--- src/rtl/mult_pipe_param.sv ---
// mult_pipe_param: pipelined shift-add multiplier, signed/unsigned per operation, tag sideband, global-stall handshake.
module mult_pipe_param #(
   parameter int A_WIDTH   = 16,
   parameter int B_WIDTH   = 16,
   parameter int TAG_WIDTH = 4
) (
   input  logic                         clk,
   input  logic                         rst,
   input  logic                         in_valid,
   output logic                         in_ready,
   input  logic                         in_signed,
   input  logic [A_WIDTH-1:0]           in_a,
   input  logic [B_WIDTH-1:0]           in_b,
   input  logic [TAG_WIDTH-1:0]         in_tag,
   output logic                         out_valid,
   input  logic                         out_ready,
   output logic [A_WIDTH+B_WIDTH-1:0]   out_p,
   output logic [TAG_WIDTH-1:0]         out_tag,
   output logic                         busy
);
   localparam int P = A_WIDTH + B_WIDTH;

   logic [B_WIDTH-1:0]   v_q, v_d;
   logic [P-1:0]         p_q [B_WIDTH];
   logic [P-1:0]         p_d [B_WIDTH];
   logic [P-1:0]         a_q [B_WIDTH];
   logic [P-1:0]         a_d [B_WIDTH];
   logic [B_WIDTH-1:0]   b_q [B_WIDTH];
   logic [B_WIDTH-1:0]   b_d [B_WIDTH];
   logic                 s_q [B_WIDTH];
   logic                 s_d [B_WIDTH];
   logic [TAG_WIDTH-1:0] t_q [B_WIDTH];
   logic [TAG_WIDTH-1:0] t_d [B_WIDTH];
   logic                 adv;

   assign adv       = !v_q[B_WIDTH-1] || out_ready;
   assign in_ready  = adv;
   assign out_valid = v_q[B_WIDTH-1];
   assign out_p     = p_q[B_WIDTH-1];
   assign out_tag   = t_q[B_WIDTH-1];
   assign busy      = |v_q;

   // b_q holds the multiplier bits not yet consumed, next bit always at [0]
   assign v_d[0] = in_valid;
   assign a_d[0] = {{B_WIDTH{in_signed & in_a[A_WIDTH-1]}}, in_a};
   assign p_d[0] = in_b[0] ? a_d[0] : '0;
   assign b_d[0] = in_b >> 1;
   assign s_d[0] = in_signed;
   assign t_d[0] = in_tag;

   for (genvar k = 1; k < B_WIDTH; k++) begin : g_st
      logic [P-1:0] ash;
      assign ash    = a_q[k-1] << 1;
      assign a_d[k] = ash;
      assign b_d[k] = b_q[k-1] >> 1;
      assign v_d[k] = v_q[k-1];
      assign s_d[k] = s_q[k-1];
      assign t_d[k] = t_q[k-1];
      // the multiplier MSB carries negative weight in signed mode
      assign p_d[k] = !b_q[k-1][0] ? p_q[k-1] :
                      (k == B_WIDTH-1 && s_q[k-1]) ? p_q[k-1] - ash : p_q[k-1] + ash;
   end

   always_ff @(posedge clk or posedge rst) begin
      if (rst) begin
         v_q <= '0;
         p_q <= '{default: '0};
         a_q <= '{default: '0};
         b_q <= '{default: '0};
         s_q <= '{default: 1'b0};
         t_q <= '{default: '0};
      end else if (adv) begin
         v_q <= v_d;
         p_q <= p_d;
         a_q <= a_d;
         b_q <= b_d;
         s_q <= s_d;
         t_q <= t_d;
      end
   end
endmodule

--- config.mk ---
export PLATFORM = sky130hd
export DESIGN_NAME = mult_pipe_param
export DESIGN_NICKNAME = d
export VERILOG_FILES = /design/src/rtl/mult_pipe_param.sv
export SDC_FILE = /design/constraint.sdc
export NUM_CORES = 2
export LEC_CHECK = 0
export ABC_AREA = 1
export BUFFER_PORTS_ARGS = -buffer_cell sky130_fd_sc_hd__buf_2
export CORE_UTILIZATION = 35
export DETAILED_ROUTE_END_ITERATION = 12
export GPL_TIMING_DRIVEN = 0
export PLACE_DENSITY_LB_ADDON = 0.08
export REMOVE_ABC_BUFFERS = 1
export SETUP_SLACK_MARGIN = 0.02
export SLEW_MARGIN = 20
export SYNTH_ARGS = -nofsm -noshare
export SYNTH_HDL_FRONTEND = slang
export SYNTH_SLANG_ARGS = --single-unit
--- constraint.sdc ---
create_clock -name clk -period 28.1 [get_ports clk]
set_clock_uncertainty 0.1 [all_clocks]
set_input_delay 1.405 -clock clk [delete_from_list [all_inputs] [get_ports clk]]
set_output_delay 1.405 -clock clk [all_outputs]
set_load 0.005 [all_outputs]
==> flow_summary.yaml <==
cells_and_area:
  design_area_um2: 66400
  drive_above_1_share_pct: 4.59
  fillers: 17900
  nNetsFinal: 8713
  fin_cells: 10600
  finish.utilization_pct: 39.6
  synthToLayoutAreaGrowth_pct: 12.2
placement:
  place_area_um2: 62200
  place_inst: 10400
  dp_slack_ns: 21.89
  hpwlAfterDp_um: 132000
  port_buffers: 79
  gp_congestion: 0.866
sta:
  hold_violations: 0
  setup_viol: 0
  min_period_ns: 6.16
  max_slew_margin_pct: 27.0
  fmax_mhz: 162
  worst_pin_slew_ns: 1.09
  fin_ws_ns: 21.94
  fin_crit_sh_pct: 21.9
  rsz0062_at_grt: "false"
  slew_viol_final: 0
  hold_slack_ns: 0.325
  setup_tns_ns: 0
clock_tree:
  clock_latency_ns: 0.80
  path_clk_slew_ns: 0.06
  cts_tree: "done"
  hold_buffers: 0
  cts_setup_buffers: 0
  cts-buffers-inserted: 120
  cts_max_path_buffers: 3
  h-tree-depth: 3
  cts_sinks: 967
  cts_resized: 0
  root_buffer: "clkbuf_16"
setup_path:
  endpoint: "in_ready"
  cp_max_fo: 134
  arrival_ns: 4.65
  required_ns: 26.59
  startpoint_type: "primary input"
  worstSetupStartpoint: "out_ready"
  worstSetupEndpointType: "primary output"
  r2r_end: "p_q[146]$_DFFE_PP0P_"
  crit_type: "primary input to primary output"
  reg2reg_slack_ns: 23.83
  r2r_cells: 15
  worst_r2r_startpoint: "v_q[15]$_DFFE_PP0P_"
die:
  start_util_pct: 35.3
  ioPinCount: 80
  rows: 150
  fp.coreArea_um2: 168000
  die_w_um: 413
  die_h_um: 413
  die_area_um2: 171000
route:
  drtIter0Drc: 3192
  wire_per_inst_um: 16.6
  ant_nets: 0
  via_count: 51800
  dr.pass1.iters: 6
  postRouteWirelength_um: 176000
  drcViolationCount: 0
  routed_via_density: 4.88
power_and_ir_drop:
  p_leak_nw: 34.6
  vdd_drop_max_mv: 0.0616
  power_density_nw_per_um2: 140
  finalPower_mw: 9.30
synthesis:
  ys_seq_area_share_pct: 40.9
  synthCells: 8382
  synth_edf_count: 0
  synth_ff_type: "dfrtp_1"
  syn_avg_cell_area_um2: 7.06
  synthArstFlopShare_pct: 100
  synth-seq-cells: 967
  yosys.cell_types.count: 51
  synthesis.yosys.warnings: 0
  synth_area_um2: 59200
grt:
  antenna_found_initial: 0
  grt_usage_pct: 20.7
  grt_pass1_wl_um: 284000
  grt_pass1_vias: 50600
  grt_remaining_overflow: 0
  grt_max_degree: 135
run_status:
  status: "finished, final reports clean"
min_path:
  worstHoldPathType: "register to register"
run:
  max_cap_violations: 0
==> cell usage after synthesis, types with 15 or more instances <==
| master | n | area [um^2] |
|---|---|---|
| nand2_1 | 3235 | 12100 |
| dfrtp_1 | 967 | 24200 |
| nor2_1 | 781 | 2930 |
| inv_1 | 744 | 2790 |
| o21ai_0 | 596 | 2980 |
| a21oi_1 | 461 | 2310 |
| nand3_1 | 349 | 1750 |
| ha_1 | 333 | 4170 |
| clkbuf_1 | 141 | 529 |
| buf_2 | 129 | 646 |
| xor2_1 | 123 | 1080 |
| a31oi_1 | 70 | 438 |
| nand4_1 | 69 | 432 |
| nor3_1 | 48 | 240 |
| o21bai_1 | 43 | 323 |
| o211ai_1 | 36 | 270 |
| o21ai_1 | 36 | 180 |
| buf_4 | 33 | 248 |
| o21a_1 | 21 | 158 |
| xnor2_1 | 20 | 175 |
| fa_1 | 15 | 300 |
==> metal layers <==
metal	GRT usage [%]	up-vias	wire length (um)
li1	-	26700	-
met2	35.2	620	83900
met3	2.15	197	4710
met5	0	-	0
met1	28.1	24300	83200
met4	5.26	0	4190
==> how the worst min path moves through the flow <==
stage,start,to,depth (start not counted)
6_report,s_d[12]$_DFFE_PP0P_,s_d[11]$_DFFE_PP0P_,2
5_1_grt,t_d[58]$_DFFE_PP0P_,t_d[54]$_DFFE_PP0P_,2
4_1_cts,s_d[12]$_DFFE_PP0P_,s_d[11]$_DFFE_PP0P_,2
3_5_place_dp,b_d[169]$_DFFE_PP0P_,b_d[152]$_DFFE_PP0P_,2
3_3_place_gp,p_q[417]$_DFFE_PP0P_,p_q[385]$_DFFE_PP0P_,2
2_1_floorplan,b_d[117]$_DFFE_PP0P_,b_d[100]$_DFFE_PP0P_,2
==> sequential cells by signal (all words and copies together), names as in the netlist <==
signal   cells
a_d        255
b_d        105
b_q         15
out_p       32
out_tag      4
p_q        465
s_d         15
t_d         60
v_q         16
==> cell type report <==
class                   count  area (um^2)  share of cell area (%)
repair buffers            135         1750                    2.64
clock inverters            55          686                    1.03
flip-flops and latches    967        24200                    36.5
diodes                      1         2.50                 0.00377
well taps                2204         2760                    4.15
clock buffers             166         3450                    5.19
inverters                 749         2830                    4.26
multi-input cells        6351        30700                    46.3
==> cell usage in the layout (no fill, tap or decap), drive strengths merged, types with 10 or more instances in the layout <==
master | Yosys | layout
o21bai | 43 | 43
nand2 | 3251 | 3251
xnor2 | 20 | 20
ha | 333 | 333
a21o | 15 | 15
nand4 | 69 | 69
or2 | 10 | 10
a21oi | 463 | 463
and2 | 10 | 10
o211ai | 37 | 37
xor2 | 123 | 123
o22ai | 14 | 14
nor3 | 51 | 51
clkinv | 4 | 40
nand3 | 350 | 350
fa | 15 | 15
nor2 | 787 | 787
a21boi | 12 | 12
buf | 173 | 135
o21ai | 638 | 638
o21a | 21 | 21
dfrtp | 967 | 967
inv | 745 | 749
clkbuf | 142 | 166
a31oi | 70 | 70
==> kinds of logic (layout without fill, tap and decap cells) <==
group,after synthesis,in the layout,synth area share (%)
other cells,0,1,0
simple gates,4544,4544,30.3
xor+xnor,143,143,2.12
buf+inv,1064,1105,7.23
flops,967,967,40.9
compound gates,1316,1316,11.9
fa+ha+maj,348,348,7.55
==> critical path, stage by stage <==
cell    delay, ns
buf_2        0.11
nor2_4       0.38
buf_12       0.25
buf_16       0.19
buf_12       0.20
buf_12       0.20
buf_12       0.20
buf_12       0.21
inv_8        0.11
buf_16       0.23
buf_16       0.32
buf_16       0.30
buf_2        0.23
==> report_power, final <==
| part | switching [mW] | internal, mW | total [mW] |
|---|---|---|---|
| clock network | 0.661 | 0.942 | 1.60 |
| logic | 3.24 | 1.74 | 4.98 |
| registers | 0.677 | 2.04 | 2.72 |
No activity file was read; power rests on OpenSTA's default activity.
